`src/rtl/sg_chain.sv`:
```
// Segmented-loop FSM: IDLE, NSEG chained HEAD/BODY loop segments, a DRAIN_LEN-cycle
// drain chain, then an absorbing SINK. Counts completed body->head transitions.
module sg_chain #(
    parameter int  NSEG      = 3,
    parameter int  DRAIN_LEN = 4,
    parameter int  CW        = 4,
    localparam int SW        = (NSEG > 1) ? $clog2(NSEG) : 1
) (
    input  logic          clock,
    input  logic          reset_n,
    input  logic          i,
    input  logic          abort,
    output logic          o,
    output logic          in_loop,
    output logic          in_sink,
    output logic [SW-1:0] seg,
    output logic [CW-1:0] visits
);

    localparam int DW = $clog2(DRAIN_LEN) + 1;

    localparam logic [SW-1:0] SEG_LAST  = SW'(NSEG - 1);
    localparam logic [DW-1:0] DCNT_LAST = DW'(DRAIN_LEN - 1);
    localparam logic [CW-1:0] VIS_MAX   = '1;

    typedef enum logic [2:0] {
        IDLE,
        HEAD,
        BODY,
        DRAIN,
        SINK
    } kind_e;

    kind_e         kind_q, kind_d;
    logic [SW-1:0] seg_q, seg_d;
    logic [DW-1:0] dcnt_q, dcnt_d;
    logic [CW-1:0] visits_q, visits_d;

    always_comb begin
        kind_d   = kind_q;
        seg_d    = seg_q;
        dcnt_d   = dcnt_q;
        visits_d = visits_q;
        unique case (kind_q)
            IDLE: begin
                if (abort) begin
                    kind_d = DRAIN;
                    seg_d  = '0;
                    dcnt_d = '0;
                end else if (i) begin
                    kind_d = HEAD;
                    seg_d  = '0;
                end
            end
            HEAD: begin
                if (abort || !i) begin
                    kind_d = DRAIN;
                    seg_d  = '0;
                    dcnt_d = '0;
                end else begin
                    kind_d = BODY;
                end
            end
            BODY: begin
                if (abort) begin
                    kind_d = DRAIN;
                    seg_d  = '0;
                    dcnt_d = '0;
                end else begin
                    // Both i and !i close the loop back to a HEAD, so visits counts either way.
                    kind_d = HEAD;
                    if (i) begin
                        seg_d = (seg_q == SEG_LAST) ? '0 : seg_q + 1'b1;
                    end
                    if (visits_q != VIS_MAX) begin
                        visits_d = visits_q + 1'b1;
                    end
                end
            end
            DRAIN: begin
                // Inputs are not read here so unknowns on i/abort cannot disturb the drain.
                if (dcnt_q == DCNT_LAST) begin
                    kind_d = SINK;
                    dcnt_d = '0;
                end else begin
                    dcnt_d = dcnt_q + 1'b1;
                end
            end
            SINK: begin
                kind_d = SINK;
            end
            default: begin
                kind_d = IDLE;
                seg_d  = '0;
                dcnt_d = '0;
            end
        endcase
    end

    always_ff @(posedge clock or negedge reset_n) begin
        if (!reset_n) begin
            kind_q   <= IDLE;
            seg_q    <= '0;
            dcnt_q   <= '0;
            visits_q <= '0;
        end else begin
            kind_q   <= kind_d;
            seg_q    <= seg_d;
            dcnt_q   <= dcnt_d;
            visits_q <= visits_d;
        end
    end

    assign o       = (kind_q == IDLE);
    assign in_loop = (kind_q == HEAD) || (kind_q == BODY);
    assign in_sink = (kind_q == SINK);
    assign seg     = seg_q;
    assign visits  = visits_q;

endmodule

```
`config.mk`:
```
export PLATFORM = sky130hd
export DESIGN_NAME = sg_chain
export DESIGN_NICKNAME = d
export VERILOG_FILES = /design/src/rtl/sg_chain.sv
export SDC_FILE = /design/constraint.sdc
export NUM_CORES = 1
export LEC_CHECK = 0
export CORE_MARGIN = 1.5
export CORE_UTILIZATION = 40
export CTS_CLUSTER_SIZE = 28
export DETAILED_ROUTE_END_ITERATION = 10
export HOLD_SLACK_MARGIN = 0.03
export PLACE_DENSITY_LB_ADDON = 0.12
export SYNTH_ARGS = -nofsm -noshare
export SYNTH_HDL_FRONTEND = slang
export SYNTH_SLANG_ARGS = --single-unit
```
`constraint.sdc`:
```
create_clock -name clock -period 1.4 [get_ports clock]
set_input_delay 0.21 -clock clock [delete_from_list [all_inputs] [get_ports clock]]
set_output_delay 0.21 -clock clock [all_outputs]
set_load 0.03 [all_outputs]
```
==> results by group <==
Timing
  – Fin crit period: 1450 ps
  – F_max: 0.691 GHz
  – Slew @ Worst Pin: between 300 and 400 ps
  – Unrepaired setup endpoints after global routing: true
  – Clock Skew: 1.01 ps
  – Tcrit/Tclk final: 1.03
  – Final hold viol count: 0
  – Final setup fails: 3
  – Slew HR: 0.783
  – Final max-slew violation count: 0
  – Post-route setup slack: -47.2 ps

Logic synthesis
  – Post-synth top area share: 0.453
  – Synthesized flop and latch total: 12
  – Compound-Gate Fraction of Synth Area: 0.147
  – Mapped Nets: 67
  – XOR/XNOR Fraction of Synth Area: 0.0264
  – Simple-Gate Fraction of Synth Area: 0.217
  – Largest family of logic cells by synthesized area: simple AND/OR/NAND/NOR gates
  – Mapped Cells: 61
  – Synth Cell Area: about 660 sq um
  – Synth Area in Adders: 0.0377
  – Yosys warns: 0
  – Cell variety after synth: 31
  – Avg Cell Area, Syn: around 11 sq um
  – Area contributors post-synth: dfrtp_1 (45%), ha_1 (3.8%), nor3b_2 (3.8%)
  – Sequential area share after synthesis: 0.453
  – Post-synthesis mux area share: 0.0547
  – Leading area contributor after synthesis: dfrtp_1

Finish
  – Commonest cells after routing, fill and taps aside: buf_4 (16), dfrtp_1 (9), dlygate4sd2_1 (6)
  – FILL cells: approximately 130
  – Utilization after layout: 0.635
  – Final nets: 97
  – Ant diodes: 0
  – Most common cell after layout, fill and taps aside: buf_4
  – Area Overhead vs Synth: 45.8%
  – Share of layout cells above drive strength 1: 0.427

Clock tree
  – Clock Latency Late Sink: ~270 ps
  – Root buffer cell: clkbuf_4
  – Clock Path Buffers: 2
  – CTS buffer count: 3
  – # clock sinks: 12
  – Worst-path clk slew: about 70 ps
  – CTS tree: done
  – H-tree depth: 1

Status
  – Failing checks: setup timing
  – Status: finished, violations left

Pwr
  – Maximum VDD drop: approximately 1.2 mV
  – Switching power: between 900 and 1000 uW
  – Switching share of total power: 0.418
  – Internal power: ~1300 uW
  – Total power: about 2200 uW
  – Power Density: between 2000 and 2500 mW/mm^2
  – Combinational share of power: 0.616
  – Leak: slightly below 0.0005 uW
  – Flop pwr share: 0.291
  – Clock Power Share: 0.093

Detailed routing
  – Routed length per instance: 12.9 microns
  – DRC: 0
  – Vias after detailed routing: 540
  – Detail Route Antenna Nets: 0
  – Initial DRC Count: 7
  – DR vias/cell: roughly 5.1
  – Iteration count of the initial detailed-routing pass: 4
  – Detailed Route WL: approximately 1400 microns

Setup path
  – Buffers & Inverters on Critical Path: 2
  – Critical-path top delay cell: dfrtp_2
  – CP delay by family, top: flip-flops
  – Critical path class: flop to output port
  – Worst path cell trace: buf_4 -> nor3_2 -> buf_4
  – CP Launch Type: flop
  – Worst EP required: around 1200 ps
  – Crit. End Element: output port
  – CP Max Fanout: 6
  – Worst EP arrival: about 1200 ps
  – Most used cell, CP: buf_4
  – Largest stage delay on the critical path: 460 ps

Floorplan
  – Starting Density: 0.435
  – Boundary Pins: 13
  – Placement Rows: 14
  – Die Wd: 43.7 microns
  – Die height: ~44 microns
  – Die ar.: roughly 0.0019 sq mm
  – Core area: 0.00152 sq mm

Place
  – Pre-CTS setup slack: -183 ps
  – Dpl hpwl: 976 microns
  – GPL Wtd Cong: 0.809
  – Port Buffers: 12

Global route
  – Vias in the first global route: 546
  – First-pass GRT wire length: 2300 microns
  – Total global-route track usage: 0.165
  – Grt total ovfl: 0
  – Antenna violations before repair: 0
  – Largest net degree at the start of global routing: 13

Run
  – Maxcap violations: 0

Min path
  – HP Class: input pin to async pin
## power groups by stage
| stage | clock (uW) | sequential [uW] | combinational [uW] |
|---|---|---|---|
| after floorplan | 0 | 709 | 702 |
| after global placement | 0 | 654 | 1220 |
| after detailed placement | 0 | 659 | 1240 |
| after CTS | 213 | 638 | 1340 |
| after global routing | 220 | 666 | 1480 |
| final | 205 | 643 | 1360 |
## metrics by stage
step / cell area (sq um) / TNS, ps / hold slack [ps] / instances
6_report: 967 / -121 / 230 / 105
5_1_grt: 967 / -652 / 244 / 105
4_1_cts: 953 / -167 / 232 / 106
3_5_place_dp: 890 / -1160 / 479 / 99
3_3_place_gp: 890 / -918 / 467 / 99
2_1_floorplan: 674 / -18.0 / -85.6 / 61
## state kept, by name (all words and copies together), names as in the netlist
signal,cells
dcnt_q,3
kind_q,3
seg,2
visits,4
## worst paths after layout
check	from	to	slack [ps]	cells past startpoint
worst max register to register	kind_q[0]$_DFFE_PN0P_	visits[1]$_DFFE_PN0P_	10	3
worst min register to register	dcnt_q[2]$_DFFE_PN0P_	dcnt_q[2]$_DFFE_PN0P_	490	1
max in group asynchronous	reset_n	kind_q[1]$_DFFE_PN0P_	1000	2
min in group clock	dcnt_q[2]$_DFFE_PN0P_	dcnt_q[2]$_DFFE_PN0P_	490	1
worst max-delay path	kind_q[2]$_DFFE_PN0P_	o	-50	3
worst min-delay path	reset_n	dcnt_q[2]$_DFFE_PN0P_	230	2
## cell usage after synthesis
library cell and number:
buf_2 1, nand2_1 1, nand3_1 2, nand4_1 1
o21a_1 1, a21oi_1 4, buf_6 2, or4_1 1
nor4b_4 1, nor3_1 3, a22o_1 1, mux2i_1 1
and2b_2 1, mux2_4 1, nor2b_1 2, o31ai_1 1
nand3b_1 1, a21o_1 3, nand2_2 1, inv_1 4
nor4_1 1, xnor2_1 2, a21boi_0 1, o21bai_1 1
dfrtp_1 12, nor3b_2 2, o21ai_0 2, nor2_1 3
mux2_2 1, a31oi_1 1, ha_1 2
## cell families after synthesis
| family | after synthesis |
|---|---|
| compound gates | 15 |
| xor+xnor | 2 |
| fa+ha+maj | 2 |
| buf+inv | 7 |
| flops | 12 |
| mux | 3 |
| simple gates | 20 |
## worst register-to-register path, cell delays in order, from the launching register on
cell and delay (ps):
dfrtp_2 450, nor4b_4 390, nand2_2 130, mux2_4 300
## cell type report
type                    instances  area [sq um]  share of cell area
multi-input cells              42           360               0.373
flip-flops and latches         12           304               0.314
repair buffers                 28           245               0.254
clock buffers                   3          22.5              0.0233
well taps                      16          20.0              0.0207
inverters                       4          15.0              0.0155
## what timing repair did
| item | CTS | global route |
|---|---|---|
| pin swaps | 3 | 6 |
| gates resized for setup | 12 | 6 |
| setup buffers | 4 | 0 |
| endpoints found under the setup margin | 10 | 12 |
| hold buffers | 0 | 0 |
## metal layers
layer  up-vias  wire length, microns  track usage
met5         -                     0            0
met4         0                    29       0.0909
met3         4                    66       0.0333
met2        13                   638        0.259
met1       249                   624        0.211
li1        274                     -            -
Note: power is estimated with default switching activity, not from simulation.
==> RTL edit: new RTL, config.mk and constraints unchanged <==
Register the outputs `o`, `in_loop` and `in_sink`, with the module's reset; this adds one clock of latency there. The other outputs are not delayed to match.
--- a/src/rtl/sg_chain.sv
+++ b/src/rtl/sg_chain.sv
@@ -112,7 +112,15 @@
     end
 
-    assign o       = (kind_q == IDLE);
-    assign in_loop = (kind_q == HEAD) || (kind_q == BODY);
-    assign in_sink = (kind_q == SINK);
+    always_ff @(posedge clock or negedge reset_n) begin
+        if (!reset_n) begin
+            o       <= '0;
+            in_loop <= '0;
+            in_sink <= '0;
+        end else begin
+            o       <= (kind_q == IDLE);
+            in_loop <= (kind_q == HEAD) || (kind_q == BODY);
+            in_sink <= (kind_q == SINK);
+        end
+    end
     assign seg     = seg_q;
     assign visits  = visits_q;
Behaviour: not the same (Yosys sat finds a counterexample within 4 cycles, from zero or initial values and one cycle with reset_n low).
==> RTL edit against the unedited design <==
Die area grew 13%. Power decreased by 3.5%. Routed wire length up 1.3%. Final area up 5.0%. Synthesized area is 14% higher. Sequential cell count rose by 3. Sequential share of layout area up 6.1 points. Setup slack gained 92 ps. Critical path type is now reg -> reg. Largest cell class is now flip-flops and latches. Largest power group unchanged.
==> RTL edit: results (changes against the unedited design) <==
worst_setup_path:
  critical_path_arrival_ps: 1520  # +280 ps
  r2r_slack_ps: 50  # +40 ps
  critPathKind: "reg -> reg"
  worstPathMaxFanout: 8  # +2
  r2r_start: "kind_q[2]"
  r2r_end: "seg[0]"
  crit_path_max_incr_delay_ps: 490  # +30 ps
synth:
  synth-compound-area-share: 0.148  # +0.000426
  syn_nets: 74  # +10%
  synthTopCellsByArea: "dfrtp_1 50%, a21oi_1 4.6%, nor2_1 4.5%"
  ys_types: 29  # -6.5%
  synth_common_cells: "15 x dfrtp_1, 9 x nor2_1, 7 x a21oi_1"
  synthMuxAreaShare: 0.0647  # +0.00996
  seq_area_frac_synth: 0.498  # +0.0447
  synthAdderAreaFrac: 0.0332  # -0.00457
  synth_xor_area_frac: 0.0232  # -0.00320
place:
  hpwlAfterDp_um: 994  # +1.8%
global_route:
  grt_pass1_vias: 545  # -0.18%
  grtUsageTotal: 0.151  # -0.0131
  grt_max_degree: 16  # +3
  grt_pass1_wl_um: 2240  # -2.7%
pwr:
  peakVddDrop_v: 0.00113  # -7.6%
  p_leak_nw: 0.509  # +5.8%
routing:
  drtIter0Drc: 10  # +3
  drt_first_pass_iters: 6  # +2
  wl_um: 1380  # +1.3%
cells_and_area:
  nFillCells: 162  # +30%
  layout.nets: 100  # +3.1%
  drive_gt1_frac: 0.366  # -0.0614
cts:
  clkTransAtPathRegs_ps: 90  # +20 ps
status:
  status: "completed"
timing:
  fin_skew_ps: 0.586  # -0.419 ps
  tightest_slew_ps: 339  # +14.8 ps
RTL edit: cell types whose count changed after synthesis, sizes merged, moves of 2 or more:
cell   delta
mux2      +2
a21oi     +4
dfrtp     +3
nor2      +6
a21o      -2
nand2     +3
RTL edit: routing by layer:
layer  GRT usage  vias up  wire (um)
met5           0        -          0
met1       0.176      265        618
li1            -      281          -
met4      0.0857        0         23
met3      0.0353        4         49
met2       0.253       11        685
RTL edit: area by class of cell:
type / instances / area (sq um) / share of cell area
clock buffers: 4 / 26.3 / 0.0259
inverters: 5 / 18.8 / 0.0185
multi-input cells: 45 / 354 / 0.349
flip-flops and latches: 15 / 382 / 0.376
well taps: 25 / 31.3 / 0.0308
repair buffers: 24 / 204 / 0.201
RTL edit: logic make-up (layout without fill, tap and decap cells):
group                      after synthesis  after routing
AOI/OAI and AO/OA                       15             15
xor gates and xnor gates                 2              2
adders and majority gates                2              2
buffers and inverters                    8             33
DFF                                     15             15
muxes                                    4              4
and+or+nand+nor                         22             22
RTL edit: critical path, delay by kind of cell (launching register included):
family / cells / cell delay [ps]
AOI/OAI and AO/OA: 1 / 400
DFF: 1 / 490
muxes: 1 / 350
RTL edit: through the flow:
stage | setup TNS, ps | utilization | total power [mW] | cells | setup WS [ps]
global placement | -1460 | 0.552 | 1.91 | 113 | -282
CTS | 0 | 0.563 | 2.12 | 117 | 4.07
finish | 0 | 0.582 | 2.13 | 118 | 45.0
detailed placement | -1560 | 0.552 | 1.93 | 113 | -288
floorplan | 0 | - | 1.55 | 68 | 16.7
global route | -74.3 | 0.582 | 2.30 | 118 | -40.3
RTL edit: how the worst min path moves through the flow:
stage	depth (start not counted)	from	end	slack [ps]
after floorplan	0	reset_n	dcnt_q[0]	-90
after global placement	1	dcnt_q[2]	dcnt_q[2]	470
after detailed placement	1	dcnt_q[2]	dcnt_q[2]	480
after CTS	2	reset_n	in_loop	240
after global routing	2	reset_n	in_loop	260
final	2	reset_n	in_loop	240
RTL edit: what timing repair did:
action                     4_1_cts  5_1_grt
buffers inserted                 0        1
pin swaps                        2        2
resized for setup               13        8
setup endpoints to repair       18       10
RTL edit: power by group through the flow:
stage,Sequential (mW),Clock (mW),Combinational [mW]
after CTS,0.795,0.255,1.07
after detailed placement,0.803,0,1.13
after global placement,0.799,0,1.11
after global routing,0.823,0.267,1.20
final,0.797,0.244,1.09
after floorplan,0.907,0,0.641
